### src/rtl/mem_copy_dma_if.sv
// Memory bus between an initiator and the 256-address memory map:
// one-cycle synchronous read, write on the clock edge while mem_write is high.
interface mem_copy_dma_if;
  logic [7:0] mem_address;
  logic [7:0] mem_data_in;
  logic       mem_write;
  logic [7:0] mem_data_out;

  modport master (
    output mem_address,
    output mem_data_in,
    output mem_write,
    input  mem_data_out
  );

  modport slave (
    input  mem_address,
    input  mem_data_in,
    input  mem_write,
    output mem_data_out
  );
endinterface

### src/rtl/mem_copy_dma.sv
// Bus-master copy engine: FETCH/CAPTURE/STORE per byte, src/dst pointers wrap mod 256.
// Optional constant-fill mode when MEM_COPY_FILL_EN is defined (adds fill, fill_value, FILL state).
module mem_copy_dma (
  input  logic             clk,
  input  logic             reset,
  input  logic             start,
  input  logic [7:0]       src_addr,
  input  logic [7:0]       dst_addr,
  input  logic [7:0]       length,
`ifdef MEM_COPY_FILL_EN
  input  logic             fill,
  input  logic [7:0]       fill_value,
`endif
  mem_copy_dma_if.master   bus,
  output logic             busy,
  output logic             done
);

  typedef enum logic [2:0] {
    S_IDLE    = 3'd0,
    S_FETCH   = 3'd1,
    S_CAPTURE = 3'd2,
    S_STORE   = 3'd3,
    S_DONE    = 3'd4
`ifdef MEM_COPY_FILL_EN
    ,
    S_FILL    = 3'd5
`endif
  } state_t;

  state_t     r_state, w_state_next;
  logic [7:0] r_src_ptr, w_src_ptr_next;
  logic [7:0] r_dst_ptr, w_dst_ptr_next;
  logic [7:0] r_count, w_count_next;
  logic [7:0] r_buf, w_buf_next;
`ifdef MEM_COPY_FILL_EN
  logic       r_fill, w_fill_next;
  logic [7:0] r_fill_value, w_fill_value_next;
`endif

  always_ff @(posedge clk) begin
    if (reset) begin
      r_state      <= S_IDLE;
      r_src_ptr    <= 8'h00;
      r_dst_ptr    <= 8'h00;
      r_count      <= 8'h00;
      r_buf        <= 8'h00;
`ifdef MEM_COPY_FILL_EN
      r_fill       <= 1'b0;
      r_fill_value <= 8'h00;
`endif
    end else begin
      r_state      <= w_state_next;
      r_src_ptr    <= w_src_ptr_next;
      r_dst_ptr    <= w_dst_ptr_next;
      r_count      <= w_count_next;
      r_buf        <= w_buf_next;
`ifdef MEM_COPY_FILL_EN
      r_fill       <= w_fill_next;
      r_fill_value <= w_fill_value_next;
`endif
    end
  end

  // Outputs depend only on registered state, so no input reaches them combinationally.
  always_comb begin
    w_state_next      = r_state;
    w_src_ptr_next    = r_src_ptr;
    w_dst_ptr_next    = r_dst_ptr;
    w_count_next      = r_count;
    w_buf_next        = r_buf;
`ifdef MEM_COPY_FILL_EN
    w_fill_next       = r_fill;
    w_fill_value_next = r_fill_value;
`endif
    bus.mem_address   = 8'h00;
    bus.mem_data_in   = 8'h00;
    bus.mem_write     = 1'b0;
    busy              = 1'b0;
    done              = 1'b0;

    case (r_state)
      S_IDLE: begin
        if (start) begin
          w_src_ptr_next = src_addr;
          w_dst_ptr_next = dst_addr;
          w_count_next   = length;
`ifdef MEM_COPY_FILL_EN
          w_fill_next       = fill;
          w_fill_value_next = fill_value;
          if (length == 8'h00)
            w_state_next = S_DONE;
          else if (fill)
            w_state_next = S_FILL;
          else
            w_state_next = S_FETCH;
`else
          w_state_next = (length == 8'h00) ? S_DONE : S_FETCH;
`endif
        end
      end
      S_FETCH: begin
        busy            = 1'b1;
        bus.mem_address = r_src_ptr;
        w_state_next    = S_CAPTURE;
      end
      S_CAPTURE: begin
        // Address held so the memory's output mux keeps selecting the source region.
        busy            = 1'b1;
        bus.mem_address = r_src_ptr;
        w_buf_next      = bus.mem_data_out;
        w_state_next    = S_STORE;
      end
      S_STORE: begin
        busy            = 1'b1;
        bus.mem_address = r_dst_ptr;
        bus.mem_data_in = r_buf;
        bus.mem_write   = 1'b1;
        w_src_ptr_next  = r_src_ptr + 8'd1;
        w_dst_ptr_next  = r_dst_ptr + 8'd1;
        w_count_next    = r_count - 8'd1;
        w_state_next    = (r_count == 8'd1) ? S_DONE : S_FETCH;
      end
`ifdef MEM_COPY_FILL_EN
      S_FILL: begin
        busy            = 1'b1;
        bus.mem_address = r_dst_ptr;
        bus.mem_data_in = r_fill_value;
        bus.mem_write   = 1'b1;
        w_dst_ptr_next  = r_dst_ptr + 8'd1;
        w_count_next    = r_count - 8'd1;
        w_state_next    = (r_count == 8'd1) ? S_DONE : S_FILL;
      end
`endif
      S_DONE: begin
        done         = 1'b1;
        w_state_next = S_IDLE;
      end
      default: w_state_next = S_IDLE;
    endcase
  end

endmodule

### src/flat_wrapper.sv
// flat-port wrapper written by rule: the top's interface ports become plain ports
module mem_copy_dma_flat 
  (clk, reset, start, src_addr, dst_addr, length, busy, done, bus_mem_address, bus_mem_data_in, bus_mem_write, bus_mem_data_out);
  mem_copy_dma_if bus_i ();
  input  logic clk;
  input  logic reset;
  input  logic start;
  input  logic [7:0] src_addr;
  input  logic [7:0] dst_addr;
  input  logic [7:0] length;
  output logic busy;
  output logic done;
  output wire logic [$bits(bus_i.mem_address)-1:0] bus_mem_address;
  output wire logic [$bits(bus_i.mem_data_in)-1:0] bus_mem_data_in;
  output wire logic [$bits(bus_i.mem_write)-1:0] bus_mem_write;
  input wire logic [$bits(bus_i.mem_data_out)-1:0] bus_mem_data_out;
  assign bus_mem_address = bus_i.mem_address;
  assign bus_mem_data_in = bus_i.mem_data_in;
  assign bus_mem_write = bus_i.mem_write;
  assign bus_i.mem_data_out = bus_mem_data_out;
  mem_copy_dma u_core (.clk(clk), .reset(reset), .start(start), .src_addr(src_addr), .dst_addr(dst_addr), .length(length), .bus(bus_i), .busy(busy), .done(done));
endmodule
### config.mk
export PLATFORM = sky130hd
export DESIGN_NAME = mem_copy_dma_flat
export DESIGN_NICKNAME = d
export VERILOG_FILES = /design/src/rtl/mem_copy_dma_if.sv /design/src/rtl/mem_copy_dma.sv /design/src/flat_wrapper.sv
export SDC_FILE = /design/constraint.sdc
export NUM_CORES = 1
export LEC_CHECK = 0
export CORE_MARGIN = 4
export CORE_UTILIZATION = 49
export DETAILED_ROUTE_END_ITERATION = 8
export PLACE_DENSITY_LB_ADDON = 0.2
export RECOVER_POWER = 50
export SLEW_MARGIN = 20
export SYNTH_ARGS = -nofsm -noshare
export SYNTH_HDL_FRONTEND = slang
export SYNTH_SLANG_ARGS = --single-unit
### constraint.sdc
create_clock -name clk -period 1.8 [get_ports clk]
set_input_delay 0.45 -clock clk [delete_from_list [all_inputs] [get_ports clk]]
set_output_delay 0.45 -clock clk [all_outputs]
set_load 0.02 [all_outputs]
==> results.sh, run 1 <==
export IMPL_grt_usage_pct=22.4
export IMPL_leakage_nw=1.26
export IMPL_maxCapViolations=0
export IMPL_dieHeight_um=73.0
export IMPL_n_antenna_cell=0
export IMPL_criticalPathCategory="register to output pin"
export IMPL_cts_buffer_depth=2
export IMPL_layout_commonest_cell="buf_4"
export IMPL_ys_seq_elements=35
export IMPL_vias=2160
export IMPL_async_flop_share_pct=0
export IMPL_wire_per_inst_um=15.0
export IMPL_root_buffer="clkbuf_8"
export IMPL_path_cells="buf_6 > buf_6 > mux2_4 > a22oi_2 > nor2_1 > buf_4"
export IMPL_seqPwrFrac_pct=41.3
export IMPL_clock_skew_ps=7.79
export IMPL_cp_max_fo=7
export IMPL_cts_tree="done"
export IMPL_fin_crit_ps=1930
export IMPL_violations="setup timing"
export IMPL_p_sw_mw=0.714
export IMPL_reg2reg_slack_ps=-20
export IMPL_worstPathRequired_ps=1350
export IMPL_grt_pass1_vias=2113
export IMPL_dpl_cell_area_um2=2860
export IMPL_finalInstanceArea_um2=2970
export IMPL_slowest_stage="dfxtp_2"
export IMPL_finalWorstSetupSlack_ps=-133
export IMPL_synth_cells=245
export IMPL_die_x_um=73.0
export IMPL_critPathCaptureType="output pin"
export IMPL_dp_hpwl_mm=4.00
export IMPL_setup_viol=13
export IMPL_fill_cells=334
export IMPL_layout_common_cells="buf_4 (45), nor2_1 (40), clkdlybuf4s50_1 (34)"
export IMPL_syn_to_final_growth_pct=43.6
export IMPL_power_density_nw_per_um2=750
export IMPL_drive_above_1_share_pct=30.1
export IMPL_cts_sinks=35
export IMPL_cpMostUsedCell="buf_6"
export IMPL_p_sw_share_pct=32.1
export IMPL_seq_area_frac_synth_pct=33.9
export IMPL_fin_crit_sh_pct=107
export IMPL_fin_hold_ws_ps=489
export IMPL_synthDistinctLibCells=44
export IMPL_grt_antenna_before_repair=0
export IMPL_drc=0
export IMPL_ir_worst_vdd_uv=497
export IMPL_slowest_delay_ps=360
export IMPL_grt_start_max_net_pins=26
export IMPL_path_clk_slew_ps=70
export IMPL_grt_pass1_wl_mm=9.40
export IMPL_htree_levels=2
export IMPL_initial_utilization_pct=51.3
export IMPL_synthFlopType="dfxtp_1"
export IMPL_gp_congestion=0.868
export IMPL_synth_area_leaders="dfxtp_1 (34%), nor2_1 (7.4%), mux2_2 (4.9%)"
export IMPL_slew_violations=0
export IMPL_ys_warn_count=0
export IMPL_maxSlewHeadroom_pct=63.3
export IMPL_fp_dieArea_um2=5320
export IMPL_rows=23
export IMPL_multi_input_area_um2=1300
export IMPL_crit_buf_inv=3
export IMPL_finalHoldViolations=0
export IMPL_min_path_type="register to register"
export IMPL_viasPerCell=5.65
export IMPL_status="finished with violations"
export IMPL_synth_cell_area_um2=2070
export IMPL_combinationalPowerShare_pct=33.5
export IMPL_synth_net_count=284
export IMPL_ioPinCount=54
export IMPL_dr_pass1_iters=4
export IMPL_p_int_mw=1.51
export IMPL_worstPathArrival_ps=1480
export IMPL_core_area_um2=4030
export IMPL_critPathTopFamily="buffers and inverters"
export IMPL_ant_nets=0
export IMPL_syn_area_per_cell_um2=8.44
export IMPL_synth_edf_count=0
export IMPL_clkPwrFrac_pct=25.2
export IMPL_finalPower_mw=2.23
export IMPL_worstMarginPinSlew_ps=551
export IMPL_fmax_ghz=0.517
export IMPL_dr_first_iter_drc_count=123
export IMPL_regArea_um2=703
export IMPL_rsz0062_at_grt="yes"
export IMPL_drt_wl_total_mm=5.74
export IMPL_port_buffers=53
export IMPL_cts_buffers=5
export IMPL_yosys_area_top_type="dfxtp_1"
export IMPL_cts_hold_buffers=0
export IMPL_clk_latency_ps=290
export IMPL_grt_ovfl_total=0
export IMPL_fin_nets=370
export IMPL_cp_start_kind="register"
export IMPL_synth_top_area_share_pct=33.9
-- worst paths after layout --
kind,startpoint,to,cells after the start
min reg2reg,u_core.r_buf[2]$_SDFFE_PP0P_,u_core.r_buf[2]$_SDFFE_PP0P_,2
max reg2reg,u_core.r_state[1]$_SDFFE_PP0P_,u_core.r_dst_ptr[3]$_SDFFE_PP0P_,6
max,u_core.r_state[1]$_SDFFE_PP0P_,bus_mem_address[1],6
min,u_core.r_buf[2]$_SDFFE_PP0P_,u_core.r_buf[2]$_SDFFE_PP0P_,2
-- tightest hold or removal path: cells and delay by family (launching register included) --
kind / cells / cell delay [ps]
flops: 1 / 320
simple gates: 1 / 70
mux: 1 / 60
-- registers in the layout (all words and copies together), names as in the netlist --
name	count
u_core.r_buf	8
u_core.r_count	8
u_core.r_state	3
u_core.r_dst_ptr	8
u_core.r_src_ptr	8
-- cell families after synthesis --
logic type	after synthesis	share of synthesized area, %
fa+ha+maj	4	2.42
simple gates	117	30.5
mux	17	8.77
flops	35	33.9
buf+inv	23	6.29
compound gates	49	18.1
-- power groups by stage --
| stage | clock network [mW] | registers [mW] | logic [mW] |
|---|---|---|---|
| floorplan | 0 | 0.927 | 0.396 |
| global placement | 0 | 0.928 | 0.683 |
| detailed placement | 0 | 0.932 | 0.695 |
| CTS | 0.572 | 0.917 | 0.715 |
| global route | 0.596 | 0.928 | 0.813 |
| finish | 0.562 | 0.919 | 0.747 |
-- synthesized netlist by cell type (2+ instances only) --
| cell type | count |
|---|---|
| nor2_1 | 41 |
| dfxtp_1 | 35 |
| nand2_1 | 15 |
| nor3_1 | 12 |
| and2_1 | 11 |
| a22oi_1 | 9 |
| clkbuf_1 | 9 |
| mux2_2 | 9 |
| nand3_1 | 9 |
| mux2i_1 | 8 |
| a21oi_1 | 7 |
| and3_1 | 7 |
| a211oi_1 | 5 |
| a311oi_1 | 5 |
| buf_2 | 5 |
| nor4_1 | 5 |
| a31oi_1 | 4 |
| a32oi_1 | 4 |
| buf_6 | 4 |
| ha_1 | 4 |
| nand4_1 | 4 |
| o21ai_2 | 3 |
| or3_1 | 3 |
| a221oi_1 | 2 |
| a2bb2oi_1 | 2 |
| buf_4 | 2 |
| inv_1 | 2 |
| nor2b_1 | 2 |
| o21a_1 | 2 |
-- through the flow --
step	std cells	worst slack [ps]	utilization [%]	TNS, ps
after floorplan	245	39.0	-	0
after global placement	368	-221	70.9	-5040
after detailed placement	368	-253	70.9	-5760
after CTS	378	-168	72.9	-767
after global routing	382	-200	73.7	-1920
final	382	-133	73.7	-724
-- layer usage --
metal | share of wire [%] | wire [µm] | GRT usage [%]
met1 | 42 | 2390 | 26.3
met2 | 51 | 2930 | 40.0
met3 | 6.1 | 348 | 5.23
met4 | 1.3 | 74 | 7.38
met5 | 0 | 0 | 0
-- area by class of cell --
| class | count | share of cell area, % |
|---|---|---|
| tap | 50 | 2.11 |
| sequential | 35 | 23.7 |
| clock inverter | 2 | 0.421 |
| timing repair buffer | 99 | 27.2 |
| inverter | 3 | 0.464 |
| multi-input combinational | 187 | 43.7 |
| clock buffer | 6 | 2.44 |
-- what timing repair did --
| action | 4_1_cts | 5_1_grt |
|---|---|---|
| setup endpoints to repair | 19 | 16 |
| buffers inserted | 2 | 4 |
| pin swaps | 6 | 9 |
| gates cloned | 0 | 0 |
| resized for setup | 85 | 12 |
Note: power is estimated with default switching activity, not from simulation.
==> inputs of run 2 (changes only) <==
--- a/config.mk
+++ b/config.mk
@@ -6,7 +6,8 @@
 export NUM_CORES = 1
 export LEC_CHECK = 0
 export CORE_MARGIN = 4
-export CORE_UTILIZATION = 49
+export CORE_UTILIZATION = 50
+export CTS_BUF_LIST = sky130_fd_sc_hd__clkbuf_4
 export DETAILED_ROUTE_END_ITERATION = 8
 export PLACE_DENSITY_LB_ADDON = 0.2
 export RECOVER_POWER = 50
==> constraint.sdc (replaced) <==
create_clock -name clk -period 1.85 [get_ports clk]
set_input_delay 0.4625 -clock clk [delete_from_list [all_inputs] [get_ports clk]]
set_output_delay 0.4625 -clock clk [all_outputs]
set_load 0.02 [all_outputs]
==> results.sh, run 2 (synthesis results as in run 1) <==
export IMPL_fin_nets=368
export IMPL_viasPerCell=5.82
export IMPL_rsz0062_at_grt="yes"
export IMPL_fin_hold_ws_ps=505
export IMPL_dr_first_iter_drc_count=167
export IMPL_instances_no_fill=380
export IMPL_fmax_ghz=0.499
export IMPL_r2r_start="u_core.r_state[1]$_SDFFE_PP0P_"
export IMPL_drt_wl_total_mm=6.24
export IMPL_finalWorstSetupSlack_ps=-153
export IMPL_regArea_um2=706
export IMPL_finalHoldViolations=0
export IMPL_grt_pass1_vias=2174
export IMPL_worstPathRequired_ps=1390
export IMPL_maxCapViolations=0
export IMPL_drive_above_1_share_pct=33.0
export IMPL_dp_hpwl_mm=4.23
export IMPL_cts_sinks=35
export IMPL_drc=0
export IMPL_cp_start_kind="register"
export IMPL_htree_levels=2
export IMPL_cts_buffer_depth=2
export IMPL_fin_crit_sh_pct=108
export IMPL_vias=2211
export IMPL_grt_start_max_net_pins=21
export IMPL_syn_to_final_growth_pct=48.0
export IMPL_fin_crit_ps=2000
export IMPL_grt_ovfl_total=0
export IMPL_grt_usage_pct=24.2
export IMPL_setup_viol=18
export IMPL_die_x_um=72.3
export IMPL_cp_max_fo=6
export IMPL_grt_antenna_before_repair=0
export IMPL_ant_nets=0
export IMPL_hold_start="u_core.r_buf[0]$_SDFFE_PP0P_"
export IMPL_port_buffers=53
export IMPL_multi_input_area_um2=1340
export IMPL_initial_utilization_pct=51.7
export IMPL_fill_cells=286
export IMPL_gp_congestion=0.850
export IMPL_ioPinCount=54
export IMPL_place_inst=366
export IMPL_worstMarginPinSlew_ps=846
export IMPL_root_buffer="clkbuf_4"
export IMPL_setup_tns_final_ps=-1100
export IMPL_r2r_cells=7
export IMPL_fp_dieArea_um2=5230
export IMPL_path_clk_slew_ps=110
export IMPL_critPathCaptureType="output pin"
export IMPL_dieHeight_um=72.3
export IMPL_clk_latency_ps=360
export IMPL_rows=23
export IMPL_violations="setup timing"
export IMPL_cts_tree="done"
export IMPL_wire_per_inst_um=16.4
export IMPL_layout_commonest_cell="buf_4"
export IMPL_cts_hold_buffers=0
export IMPL_status="finished with violations"
export IMPL_maxSlewHeadroom_pct=43.5
export IMPL_leakage_nw=1.29
export IMPL_clock_skew_ps=13.1
export IMPL_n_antenna_cell=0
export IMPL_ir_worst_vdd_uv=637
export IMPL_path_cells="buf_6 > mux2_4 > a22oi_2 > nor2_1 > buf_4"
export IMPL_setup_worst_path_start="u_core.r_state[1]$_SDFFE_PP0P_"
export IMPL_slew_violations=0
export IMPL_slowest_delay_ps=370
export IMPL_core_area_um2=4000
export IMPL_min_path_type="register to register"
export IMPL_grt_pass1_wl_mm=10.0
export IMPL_criticalPathCategory="register to output pin"
export IMPL_cts_buffers=5
export IMPL_dr_pass1_iters=5
export IMPL_finalPower_mw=2.20
export IMPL_worstPathArrival_ps=1540
export IMPL_min_delay_path_depth=2
export IMPL_power_density_nw_per_um2=717
export IMPL_slowest_stage="dfxtp_2"
export IMPL_layout_common_cells="buf_4 (44), nor2_1 (39), clkdlybuf4s50_1 (34)"
==> run 2: area by class of cell <==
class                      count  area share [%]
clock buffer                   5            1.23
clock inverter                 3            1.27
inverter                       3           0.531
multi-input combinational    187            43.7
sequential                    35            23.0
tap                           50            2.04
timing repair buffer          96            28.0
timing repair inverter         1           0.204
==> run 2: what timing repair did <==
item,CTS,global route
buffers inserted,1,4
gates cloned,0,1
endpoints found under the setup margin,19,18
pin swaps,7,15
resized for setup,106,37
==> run 2: report_power, final <==
part           total (mW)  switching (mW)  leakage, nW  internal, mW
combinational       0.737           0.354        0.961         0.383
clock               0.559           0.281       0.0426         0.278
sequential          0.900          0.0717        0.288         0.828
total                2.20           0.707         1.29          1.49
==> run 2: path summary, 6_finish.rpt <==
check	slack (ps)	end
setup / recovery	-150	bus_mem_address[1]
hold / removal	510	u_core.r_buf[0]$_SDFFE_PP0P_
setup reg to reg	-20	u_core.r_src_ptr[5]$_SDFFE_PP0P_
hold reg to reg	510	u_core.r_buf[0]$_SDFFE_PP0P_
==> run 2: through the flow <==
step / instance area, µm² / util (%) / setup WS (ps)
floorplan: 2070 / - / 76.5
finish: 3060 / 76.5 / -153
detailed placement: 2840 / 71.0 / -203
global route: 3060 / 76.5 / -236
CTS: 2940 / 73.5 / -148
global placement: 2840 / 71.0 / -173
==> run 2: critical path: cells and delay by family (launching register included) <==
| kind | cells | cell delay (ps) |
|---|---|---|
| simple gates | 1 | 80 |
| buf+inv | 2 | 310 |
| flops | 1 | 370 |
| compound gates | 1 | 130 |
| mux | 1 | 310 |
==> run 2: per-layer routing <==
layer,global-route usage [%],routed length (µm)
met5,0,0
met1,27.3,2450
met4,12.1,154
met2,41.8,3190
met3,6.65,443
